$ cat config.mk
export PLATFORM = sky130hd
export DESIGN_NAME = output_interface
export DESIGN_NICKNAME = d
export VERILOG_FILES = /design/src/rtl/output_interface_pkg.sv /design/src/rtl/output_interface_rr_arbiter5.sv /design/src/rtl/output_interface.sv
export SDC_FILE = /design/constraint.sdc
export NUM_CORES = 1
export LEC_CHECK = 0
export CAP_MARGIN = 20
export CORE_AREA = 2 2 157 159
export DETAILED_ROUTE_END_ITERATION = 10
export DIE_AREA = 0 0 159 161
export GPL_ROUTABILITY_DRIVEN = 0
export PLACE_DENSITY = 0.65
export SETUP_SLACK_MARGIN = 0.15
export SLEW_MARGIN = 10
export SYNTH_ARGS = -nofsm -noshare
export SYNTH_HDL_FRONTEND = slang
export SYNTH_SLANG_ARGS = --single-unit
$ cat constraint.sdc
create_clock -name clk -period 7.7 [get_ports clk]
set_input_delay 1.155 -clock clk [delete_from_list [all_inputs] [get_ports clk]]
set_output_delay 1.155 -clock clk [all_outputs]
set_load 0.05 [all_outputs]
$ cat src/rtl/output_interface_pkg.sv
// Shared router definitions: port directions, indices, default widths.
// Common to the input interface, routing logic and output interface.
package output_interface_pkg;

    localparam int DEF_DATA_WIDTH = 64;
    localparam int NUM_PORTS      = 5;

    localparam logic [4:0] DIR_L  = 5'b10000;
    localparam logic [4:0] DIR_R  = 5'b01000;
    localparam logic [4:0] DIR_U  = 5'b00100;
    localparam logic [4:0] DIR_D  = 5'b00010;
    localparam logic [4:0] DIR_PE = 5'b00001;

    localparam int IDX_L  = 4;
    localparam int IDX_R  = 3;
    localparam int IDX_U  = 2;
    localparam int IDX_D  = 1;
    localparam int IDX_PE = 0;

    // One-hot of the most significant set bit (0 when v is 0).
    function automatic logic [4:0] hi_onehot(input logic [4:0] v);
        logic [4:0] r;
        r = '0;
        for (int i = 0; i < NUM_PORTS; i++) begin
            if (v[i]) begin
                r = 5'd1 << i;
            end
        end
        return r;
    endfunction

endpackage

$ cat src/rtl/output_interface_rr_arbiter5.sv
// Five-way round-robin arbiter, descending search below the last winner.
// Grant is combinational; the winner is remembered only when enabled.
module rr_arbiter5
    import output_interface_pkg::*;
(
    input  logic       clk,
    input  logic       rst,
    input  logic [4:0] req,
    input  logic       en,
    output logic [4:0] gnt
);

    logic [4:0] last_gnt_q;
    logic [4:0] last_gnt_d;
    logic [4:0] below;
    logic [4:0] pick;

    // Prefer requesters strictly below the last winner, else wrap to the top.
    always_comb begin
        below      = req & (last_gnt_q - 5'd1);
        pick       = (below != 5'd0) ? hi_onehot(below) : hi_onehot(req);
        gnt        = en ? pick : 5'd0;
        last_gnt_d = (|gnt) ? gnt : last_gnt_q;
    end

    // Remember the winner; reset to PE so L has first priority.
    always_ff @(posedge clk or negedge rst) begin
        if (!rst) begin
            last_gnt_q <= DIR_PE;
        end else begin
            last_gnt_q <= last_gnt_d;
        end
    end

endmodule

$ cat src/rtl/output_interface.sv
// Router output port: round-robin pick of routed flits into a small FIFO,
// driven to the neighbour with a send/ready handshake.
module output_interface
    import output_interface_pkg::*;
#(
    parameter int         DATA_WIDTH   = DEF_DATA_WIDTH,
    parameter logic [4:0] DIRECTION    = DIR_L,
    parameter int         BUFFER_DEPTH = 1
) (
    input  logic                      clk,
    input  logic                      rst,
    input  logic [4:0]                req_in,
    input  logic [5*DATA_WIDTH-1:0]   data_in,
    output logic [4:0]                gnt,
    output logic                      so,
    input  logic                      ri,
    output logic [DATA_WIDTH-1:0]     datao
);

    localparam int PTR_W = (BUFFER_DEPTH > 1) ? $clog2(BUFFER_DEPTH) : 1;
    localparam int CNT_W = $clog2(BUFFER_DEPTH + 1);
    localparam int SLOTS = 1 << PTR_W;

    localparam logic [PTR_W-1:0] PTR_LAST = PTR_W'(BUFFER_DEPTH - 1);
    localparam logic [CNT_W-1:0] CNT_FULL = CNT_W'(BUFFER_DEPTH);

    logic [DATA_WIDTH-1:0] mem_q [SLOTS];
    logic [DATA_WIDTH-1:0] hold_q;
    logic [PTR_W-1:0]      rd_ptr_q;
    logic [PTR_W-1:0]      rd_ptr_d;
    logic [PTR_W-1:0]      wr_ptr_q;
    logic [PTR_W-1:0]      wr_ptr_d;
    logic [CNT_W-1:0]      count_q;
    logic [CNT_W-1:0]      count_d;
    logic [DATA_WIDTH-1:0] wdata;
    logic                  pop;
    logic                  push;
    logic                  space;
    logic                  unused_dir;

    assign unused_dir = ^DIRECTION;

    // A full FIFO still accepts a flit when the head leaves at the same edge.
    assign so    = (count_q != '0);
    assign pop   = so & ri;
    assign space = (count_q < CNT_FULL) | pop;
    assign push  = |gnt;

    // While empty, keep showing the last flit that left.
    assign datao = so ? mem_q[rd_ptr_q] : hold_q;

    // rst gating keeps the grant, and so every source buffer, quiet in reset.
    rr_arbiter5 u_arb (
        .clk (clk),
        .rst (rst),
        .req (req_in),
        .en  (space & rst),
        .gnt (gnt)
    );

    // Select the winning slice; the grant is one-hot so OR-ing is exact.
    always_comb begin
        wdata = '0;
        for (int i = 0; i < NUM_PORTS; i++) begin
            if (gnt[i]) begin
                wdata = wdata | data_in[i*DATA_WIDTH +: DATA_WIDTH];
            end
        end
    end

    // Next pointer and occupancy values.
    always_comb begin
        rd_ptr_d = rd_ptr_q;
        wr_ptr_d = wr_ptr_q;
        count_d  = count_q;
        if (pop) begin
            rd_ptr_d = (rd_ptr_q == PTR_LAST) ? '0 : rd_ptr_q + PTR_W'(1);
        end
        if (push) begin
            wr_ptr_d = (wr_ptr_q == PTR_LAST) ? '0 : wr_ptr_q + PTR_W'(1);
        end
        if (push && !pop) begin
            count_d = count_q + CNT_W'(1);
        end else if (pop && !push) begin
            count_d = count_q - CNT_W'(1);
        end
    end

    // Pointer, occupancy and last-output registers.
    always_ff @(posedge clk or negedge rst) begin
        if (!rst) begin
            rd_ptr_q <= '0;
            wr_ptr_q <= '0;
            count_q  <= '0;
            hold_q   <= '0;
        end else begin
            rd_ptr_q <= rd_ptr_d;
            wr_ptr_q <= wr_ptr_d;
            count_q  <= count_d;
            if (pop) begin
                hold_q <= mem_q[rd_ptr_q];
            end
        end
    end

    // FIFO storage; the granted flit is written at the tail.
    always_ff @(posedge clk or negedge rst) begin
        if (!rst) begin
            for (int i = 0; i < SLOTS; i++) begin
                mem_q[i] <= '0;
            end
        end else if (push) begin
            mem_q[wr_ptr_q] <= wdata;
        end
    end

endmodule

# Word-level counts from Yosys, hierarchy flattened

Cells that the tools add are included.

Input port bits: 328
Logic and storage cells: 62
Register bits after elaboration: 200

Reductions and logical operators: 8
Multiplexer cells: 28
Magnitude comparators: 4
Add/sub/neg operators: 5
Bitwise gates (word level): 10

Operator list:

| kind                  | count |
|---|---|
| $mux W64              | 10 |
| $or A64 B64 Y64       | 4 |
| $bwmux W128           | 1 |
| $demux W64 S1         | 1 |
| $mux W5               | 7 |
| $mux W1               | 6 |
| $and A5 B5 Y5         | 1 |
| $reduce_bool A5 Y1    | 1 |
| $reduce_or A5 Y1      | 1 |
| $sub A5 B1 Y5 const B | 1 |
| $ge A2 B2 Y1 const B  | 2 |
| $mux W4               | 1 |
| $not A1 Y2            | 2 |
| $add A1 B1 Y1 const B | 3 |
| $logic_and A1 B1 Y1   | 3 |
| $mux W3               | 1 |
| $and A1 B1 Y1         | 2 |
| $logic_not A1 Y1      | 2 |
| $lt A2 B1 Y1 const B  | 1 |
| $mux W2               | 1 |
| $reduce_bool A2 Y1    | 1 |
| $lt A1 B1 Y1 const B  | 1 |
| $or A1 B1 Y1          | 1 |
| $sub A1 B1 Y1 const B | 1 |

# Longest topological paths before layout

Gate-level depths: netlist of run 1.

Depth after elaboration: 19
Depth in mapped cells: 11

# Hierarchy

A second synthesis of run 1 with hierarchy kept.

Cell total of the unflattened synthesis: 629
Area total of the unflattened synthesis: 7593.5 µm²

Modules (own cells, without submodules):

| module           | sequential area each (µm²) | area each (µm²) | cells each | times used |
|---|---|---|---|---|
| output_interface | 3228.1                     | 7079.3          | 574        | 1 |
| rr_arbiter5      | 126.4                      | 514.2           | 55         | 1 |

# Worst setup path before layout of run 1

OpenSTA, ideal clock, no wires.

Path kind: input to output
Start point: in ri
End point: out gnt[0]
Data arrival time: 2.731 ns
Slack: 3.814 ns
Stages: 5
Data required time: 6.545 ns
Cells stage by stage: nand2b_1 > nand2_1 > or4b_4 > nor2_1 > clkbuf_1

Cells in the longest elaborated chain, start to end: 4

RTL lines:

| item               | line                               | source |
|---|---|---|
| start: declaration | output_interface.sv:16             | `input logic ri,` |
| $and A1 B1 Y1      | output_interface.sv:45             | `assign pop = so & ri;` |
| $or A1 B1 Y1       | output_interface.sv:46             | `assign space = (count_q < CNT_FULL) \| pop;` |
| $and A1 B1 Y1      | output_interface.sv:57             | `.en (space & rst),` |
| $mux W5            | output_interface_rr_arbiter5.sv:22 | `gnt = en ? pick : 5'd0;` |
| end: declaration   | output_interface.sv:14             | `output logic [4:0] gnt,` |

No other way between the ends.

# Worst setup path in the final report of run 1

Start point: in req_in[4]
End point: out gnt[3]

Cells in the longest elaborated chain, start to end: 4

RTL lines:

| item                                          | line                                                           | source |
|---|---|---|
| start: declaration                            | output_interface.sv:12                                         | `input logic [4:0] req_in,` |
| $and A5 B5 Y5                                 | output_interface_rr_arbiter5.sv:20                             | `below = req & (last_gnt_q - 5'd1);` |
| $reduce_bool A5 Y1 or $mux W5 (tied branches) | output_interface_rr_arbiter5.sv:21, output_interface_pkg.sv:25 |  |
| $mux W5 (*)                                   | output_interface_rr_arbiter5.sv:21                             | `pick = (below != 5'd0) ? hi_onehot(below) : hi_onehot(req);` |
| $mux W5 (*)                                   | output_interface_rr_arbiter5.sv:22                             |  |

Mark *: on every way between the ends. The rest lies on a longest branch, timed or not.

==> out/metrics.csv, run 1 <==
stage,metric,value,unit
clock_network,clockRootBuffer,clkbuf_16,
floorplanning,start_util,0.313,
cells_and_area,multi_input_area,0.00360,mm^2
synthesis,synth-seq-cells,134,
synthesis,synth_top_area_frac,0.443,
clock_network,cts-resized-gates,0,
sta,rsz0062_at_grt,no,
global_routing,grt_remaining_overflow,0,
clock_network,cts.sinks,134,
sta,max_slew_margin,0.334,
route,drc,0,
sta,finalSetupTns,0,ns
sta,skew,0.0138,ns
placed_design,portBuffers,397,
synthesis,synth_edf_count,0,
clock_network,clk_path_buf_depth,2,
route,routed_via_density,5.30,
synthesis,syn_area,0.00751,mm^2
cells_and_area,diodes,0,
floorplanning,dieArea,0.0256,mm^2
synthesis,syn_nets,1099,
cells_and_area,finalNonFillerCells,1456,
run_status,run_status,"complete, no violations",
floorplanning,die_w,159,um
sta,drv_slew,0,
global_routing,grt_max_degree,72,
power_and_ir_drop,power_density,442,mW/mm^2
floorplanning,die_y,161,um
clock_network,ctsHoldBuffers,0,
setup_path,cp-end-kind,primary output,
cells_and_area,fin_nets,1448,
cells_and_area,drive_gt1_frac,0.110,
synthesis,async_reset_ff_frac,1.00,
clock_network,htree_levels,4,
setup_path,path_class,input port to primary output,
power_and_ir_drop,power_leakage,4.81,nW
synthesis,synth_cell_types,38,
clock_network,cts.clk_slew.worst_paths,0.06,ns
setup_path,rrSetupSlack,3.58,ns
setup_path,r2r-start,u_arb.last_gnt_q[0]$_DFFE_PN1N_,
hold_path,min_to,hold_q[2]$_DFFE_PN0P_,
floorplanning,rows,57,
floorplanning,core,0.0240,mm^2
hold_path,min_path_type,flop to flop,
route,vias,7724,
clock_network,clk_latency,0.42,ns
clock_network,cts_setup_buffers,0,
synthesis,ys.flop_type,dfrtp_1,
setup_path,ff2ff_path_depth,10,
power_and_ir_drop,ir_drop,0.273,mV
global_routing,track_usage,0.224,
setup_path,required,6.55,ns
synthesis,synthTopCellsByArea,"dfrtp_1 44%, mux2_2 9.6%, a222oi_1 8.5%",
cells_and_area,syn_to_final_growth,62.8,%
run,cap_violations,0,
synthesis,synth_warnings,0,
sta,final-hold-violation-count,0,
synthesis,syn-mean-instance-area,9.75,um^2
sta,min_period_over_period,0.645,
hold_path,min_path_cells,2,
power_and_ir_drop,power,5.41,mW
setup_path,crit_arrival,3.81,ns
placed_design,detailed_place_hpwl,19700,um
sta,post-route-min-period,4.97,ns
route,drt_first_pass_iters,9,
sta,setup-violations-final,0,
global_routing,antenna_found_initial,0,
hold_path,hp-start,hold_q[2]$_DFFE_PN0P_,
route,post_drt_wl_per_cell,19.8,um
setup_path,critPathMaxFanout,67,
route,antenna_left,0,
synthesis,ys_seq_area_frac,0.447,
route,wl,28800,um
cells_and_area,register_area,0.00336,mm^2
setup_path,worstReg2RegEnd,mem_q[109]$_DFFE_PN0N_,
floorplanning,boundaryPins,398,
synthesis,yosysTopAreaCell,dfrtp_1,
setup_path,crit_path_start_kind,input port,
route,drt-initial-drc-count,537,
sta,worstMarginPinSlew,0.999,ns
clock_network,cts_buffers,17,
clock_network,cts_tree,yes,
sta,timing.fmax,0.201,GHz
placed_design,dp_cells,1424,
cells_and_area,fillers,2255,
global_routing,grt_first_pass_wirelength,45200,um
global_routing,grt_pass1_vias,8084,
synthesis,syn-instance-count,770,
sta,whs,0.475,ns
per-layer routing:
metal  global-route usage  wire, um
met3               0.0624      2090
met4               0.0674       519
met2                0.403     14700
met1                0.261     11500
met5                    0         0
metrics by stage:
| stage | instance area, um^2 | utilization | setup WS, ns |
|---|---|---|---|
| final | 12200 | 0.510 | 2.73 |
| after floorplan | 7510 | - | 3.81 |
| after detailed placement | 11700 | 0.487 | 2.72 |
| after global routing | 12200 | 0.510 | 2.51 |
| after global placement | 11700 | 0.487 | 2.77 |
| after CTS | 12200 | 0.510 | 2.72 |
worst max-delay path, stage by stage:
cell and delay (ns):
clkdlybuf4s50_1 0.58, nand2b_1 0.08, mux2_1 0.35, o211ai_1 0.11, buf_4 0.66, inv_1 0.09, clkdlybuf4s50_1 0.73
synth_stat cells, types with 4 or more instances:
| cell | instances |
|---|---|
| a32oi_2 | 7 |
| o21ai_0 | 64 |
| a21o_1 | 4 |
| a222oi_1 | 64 |
| nor2_1 | 4 |
| nand2b_1 | 4 |
| clkbuf_1 | 56 |
| nand2_1 | 133 |
| dfrtp_1 | 133 |
| o211ai_1 | 65 |
| a32oi_1 | 58 |
| mux2_2 | 64 |
| inv_1 | 67 |
| buf_2 | 18 |
area by class of cell:
type	instances	share of cell area
Sequential cell	134	0.275
Inverter	67	0.0206
Tap cell	324	0.0331
Timing Repair Buffer	408	0.332
Multi-Input combinational cell	491	0.294
Clock inverter	13	0.0101
Clock buffer	19	0.0354
worst max-delay path by stage:
stage                   start  endpoint  cells after the start
finish              req_in[4]    gnt[3]                      7
global route              rst    gnt[2]                      5
detailed placement        rst    gnt[2]                      5
global placement    req_in[4]    gnt[3]                      7
floorplan                  ri    gnt[0]                      5
CTS                       rst    gnt[2]                      5
registers in the layout, summed over array words and instances, names as in the netlist:
signal and count:
u_arb.last_gnt_q 5, mem_q 64, hold_q 64, so 1
cells in the final DEF, fill, tap and decap left out, drive strengths merged, types with 19 or more instances in the layout:
cell / netlist / final
a222oi: 64 / 64
a32oi: 65 / 65
clkbuf: 56 / 19
clkdlybuf4s50: 0 / 396
dfrtp: 133 / 133
inv: 67 / 71
mux2: 65 / 65
nand2: 133 / 133
o211ai: 65 / 65
o21ai: 64 / 64
report_power, final:
group	switching [mW]	leakage, nW	total (mW)	internal, mW
clock	0.329	0.253	0.777	0.448
combinational	2.06	2.94	3.35	1.29
sequential	0.206	1.62	1.28	1.07
total	2.60	4.81	5.41	2.81
kinds of logic after synthesis:
family,count (synthesis),synth area share
buf+inv,145,0.0790
mux,65,0.0975
simple gates,154,0.0855
compound gates,270,0.289
flops,134,0.447
xor+xnor,1,0.00117
fa+ha+maj,1,0.00167
(Power assumes the default switching activity.)
==> run 2: changes to the inputs <==
--- a/config.mk
+++ b/config.mk
@@ -6,11 +6,11 @@
 export NUM_CORES = 1
 export LEC_CHECK = 0
 export CAP_MARGIN = 20
-export CORE_AREA = 2 2 157 159
+export CORE_AREA = 2 2 153 155
 export DETAILED_ROUTE_END_ITERATION = 10
-export DIE_AREA = 0 0 159 161
+export DIE_AREA = 0 0 155 157
 export GPL_ROUTABILITY_DRIVEN = 0
-export PLACE_DENSITY = 0.65
+export PLACE_DENSITY = 0.68
 export SETUP_SLACK_MARGIN = 0.15
 export SLEW_MARGIN = 10
 export SYNTH_ARGS = -nofsm -noshare
==> constraint.sdc (replaced) <==
create_clock -name clk -period 5 [get_ports clk]
set_input_delay 0.75 -clock clk [delete_from_list [all_inputs] [get_ports clk]]
set_output_delay 0.75 -clock clk [all_outputs]
set_load 0.05 [all_outputs]
==> run 2 against run 1 <==
Non-clock buffer count up 3. Die area fell by 4.9%. Total power is 58% higher. Via count up 0.96%. Clock power is 74% higher. Critical path depth unchanged. Sequential share of layout area is 0.18 points lower. Routed wire length up 2.5%. Combinational power up 55%. Flip-flop and latch count is the same. Largest power group unchanged. Largest cell class unchanged. Clock skew is 0.0068 ns lower.
==> out/metrics.csv, run 2 (synthesized netlist as in run 1, its figures left out) <==
stage,metric,value,unit,change
setup_path,crit_arrival,3.14,ns,-0.67 ns
power_and_ir_drop,power_density,693,mW/mm^2,+57%
floorplanning,start_util,0.334,,+0.0203
setup_path,cp-end-kind,primary output,,
cells_and_area,final_common_cell,clkdlybuf4s50_1,,
power_and_ir_drop,power_frac_clock,0.158,,+0.014
setup_path,path_class,flop to primary output,,
run_status,run_status,"complete, no violations",,
sta,timing.fmax,0.257,GHz,
global_routing,antenna_found_initial,0,,unchanged
sta,max_slew_margin,0.394,,+0.0598
power_and_ir_drop,combPwrFrac,0.608,,-0.012
cells_and_area,finalNonFillerCells,1419,,-2.5%
route,antenna_left,0,,unchanged
power_and_ir_drop,ir_drop,0.360,mV,+32%
power_and_ir_drop,switchingPower,3.99,mW,+54%
route,wl,29500,um,+2.5%
clock_network,cts.sinks,134,,unchanged
sta,skew,0.00701,ns,-0.00677 ns
floorplanning,dieArea,0.0243,mm^2,-4.9%
route,routed_via_density,5.50,,+3.6%
clock_network,cts_setup_buffers,0,,unchanged
placed_design,place_ws,1.11,ns,-1.61 ns
placed_design,portBuffers,397,,unchanged
floorplanning,boundaryPins,398,,unchanged
floorplanning,die_y,157,um,-2.5%
setup_path,max_stage_delay,0.80,ns,+0.07 ns
power_and_ir_drop,power_leakage,4.89,nW,+1.6%
clock_network,clk_path_buf_depth,2,,unchanged
sta,setup_ws,1.11,ns,-1.63 ns
global_routing,grt_remaining_overflow,0,,unchanged
setup_path,critPathMaxFanout,6,,-91%
power_and_ir_drop,power_frac_seq,0.233,,-0.004
cells_and_area,syn_to_final_growth,63.9,%,
setup_path,rrSetupSlack,1.42,ns,-2.16 ns
clock_network,htree_levels,4,,unchanged
setup_path,crit_chain,inv_1 -> ha_1 -> nor3b_2 -> mux2_1 -> or4b_4 -> nor2_4 -> clkdlybuf4s50_1,,
power_and_ir_drop,p_int,4.54,mW,+62%
hold_path,min_path_type,flop to flop,,
cells_and_area,drive_gt1_frac,0.114,,+0.00333
route,vias,7798,,+0.96%
sta,final-hold-violation-count,0,,unchanged
sta,drv_slew,0,,unchanged
cells_and_area,fin_nets,1451,,+0.21%
sta,whs,0.473,ns,-0.00204 ns
power_and_ir_drop,swShare,0.467,,-0.0128
floorplanning,rows,55,,-3.5%
route,post_drt_wl_per_cell,20.8,um,+5.2%
sta,rsz0062_at_grt,no,,
setup_path,cp_slowest_cell,clkdlybuf4s50_1,,
floorplanning,core,0.0225,mm^2,-6.1%
run,cap_violations,0,,unchanged
placed_design,detailed_place_hpwl,20300,um,+3.2%
clock_network,cts.clk_slew.worst_paths,0.06,ns,about the same
placed_design,dp_cells,1387,,-2.6%
placed_design,placed_cell_area,0.0117,mm^2,-0.18%
global_routing,grt_first_pass_wirelength,45300,um,+0.18%
setup_path,crit_path_start_kind,flop,,
route,drc,0,,unchanged
cells_and_area,reg.largest.list,"hold_q x64, mem_q x64, u_arb.last_gnt_q x5",,
sta,worstMarginPinSlew,0.909,ns,-0.0896 ns
sta,min_period_over_period,0.779,,
clock_network,cts_tree,yes,,
clock_network,clockRootBuffer,clkbuf_16,,
sta,setup-violations-final,0,,unchanged
clock_network,cts-resized-gates,0,,unchanged
cells_and_area,diodes,0,,unchanged
route,drt-initial-drc-count,590,,+9.9%
sta,post-route-min-period,3.89,ns,
global_routing,grt_max_degree,129,,+79%
route,drt_first_pass_iters,9,,unchanged
sta,finalSetupTns,0,ns,unchanged
clock_network,cts_buffers,17,,unchanged
clock_network,ctsHoldBuffers,0,,unchanged
setup_path,required,4.25,ns,-2.30 ns
global_routing,grt_pass1_vias,8161,,+0.95%
floorplanning,die_w,155,um,-2.5%
cells_and_area,final_area,0.0123,mm^2,+0.68%
cells_and_area,final_cell_mix,"396 x clkdlybuf4s50_1, 132 x nand2_1, 132 x dfrtp_1",,
global_routing,track_usage,0.239,,+0.0148
clock_network,clk_latency,0.41,ns,about the same
[run 2: path summary, 6_finish.rpt]
kind                                                 start                      to  depth (start not counted)
min in group asynchronous                              rst  mem_q[127]$_DFFE_PN0N_                          2
max                        u_arb.last_gnt_q[0]$_DFFE_PN1N_                  gnt[0]                          7
max reg2reg                u_arb.last_gnt_q[0]$_DFFE_PN1N_   mem_q[81]$_DFFE_PN0N_                         10
min                                  hold_q[0]$_DFFE_PN0P_   hold_q[0]$_DFFE_PN0P_                          2
min reg2reg                          hold_q[0]$_DFFE_PN0P_   hold_q[0]$_DFFE_PN0P_                          2
max in group asynchronous                              rst  mem_q[107]$_DFFE_PN0N_                          3
[run 2: final cells by class]
type | count | area [um^2]
Clock buffer | 20 | 467
Clock inverter | 11 | 174
Fill cell | 1992 | 10200
Inverter | 67 | 251
Multi-Input combinational cell | 491 | 3600
Sequential cell | 134 | 3360
Tap cell | 285 | 357
Timing Repair Buffer | 411 | 4110
[run 2: power groups by stage]
stage	sequential (mW)	clock, mW	combinational (mW)
global placement	1.99	0	5.15
detailed placement	2.00	0	5.21
CTS	2.00	1.38	5.23
finish	1.99	1.35	5.19
global route	2.07	1.43	5.53
floorplan	1.87	0	3.63
[run 2: critical path: cells and delay by family (launching register included)]
kind,cells,cell delay [ns]
adders and majority gates,1,0.21
buffers and inverters,2,0.86
DFF,1,0.59
muxes,1,0.25
and+or+nand+nor,3,0.82
[run 2: metal layers]
metal  GRT usage  vias to the layer above  share of wire
met4      0.0745                        0          0.018
met5           0                        -              0
met3      0.0622                       33          0.082
li1            -                     3646              -
met2       0.427                      343           0.51
met1       0.282                     3776           0.39
[run 2: per-stage QoR]
step | total power [mW] | util
after floorplan | 5.50 | -
after global placement | 7.14 | 0.518
after detailed placement | 7.21 | 0.518
after CTS | 8.61 | 0.546
after global routing | 9.04 | 0.547
final | 8.53 | 0.547
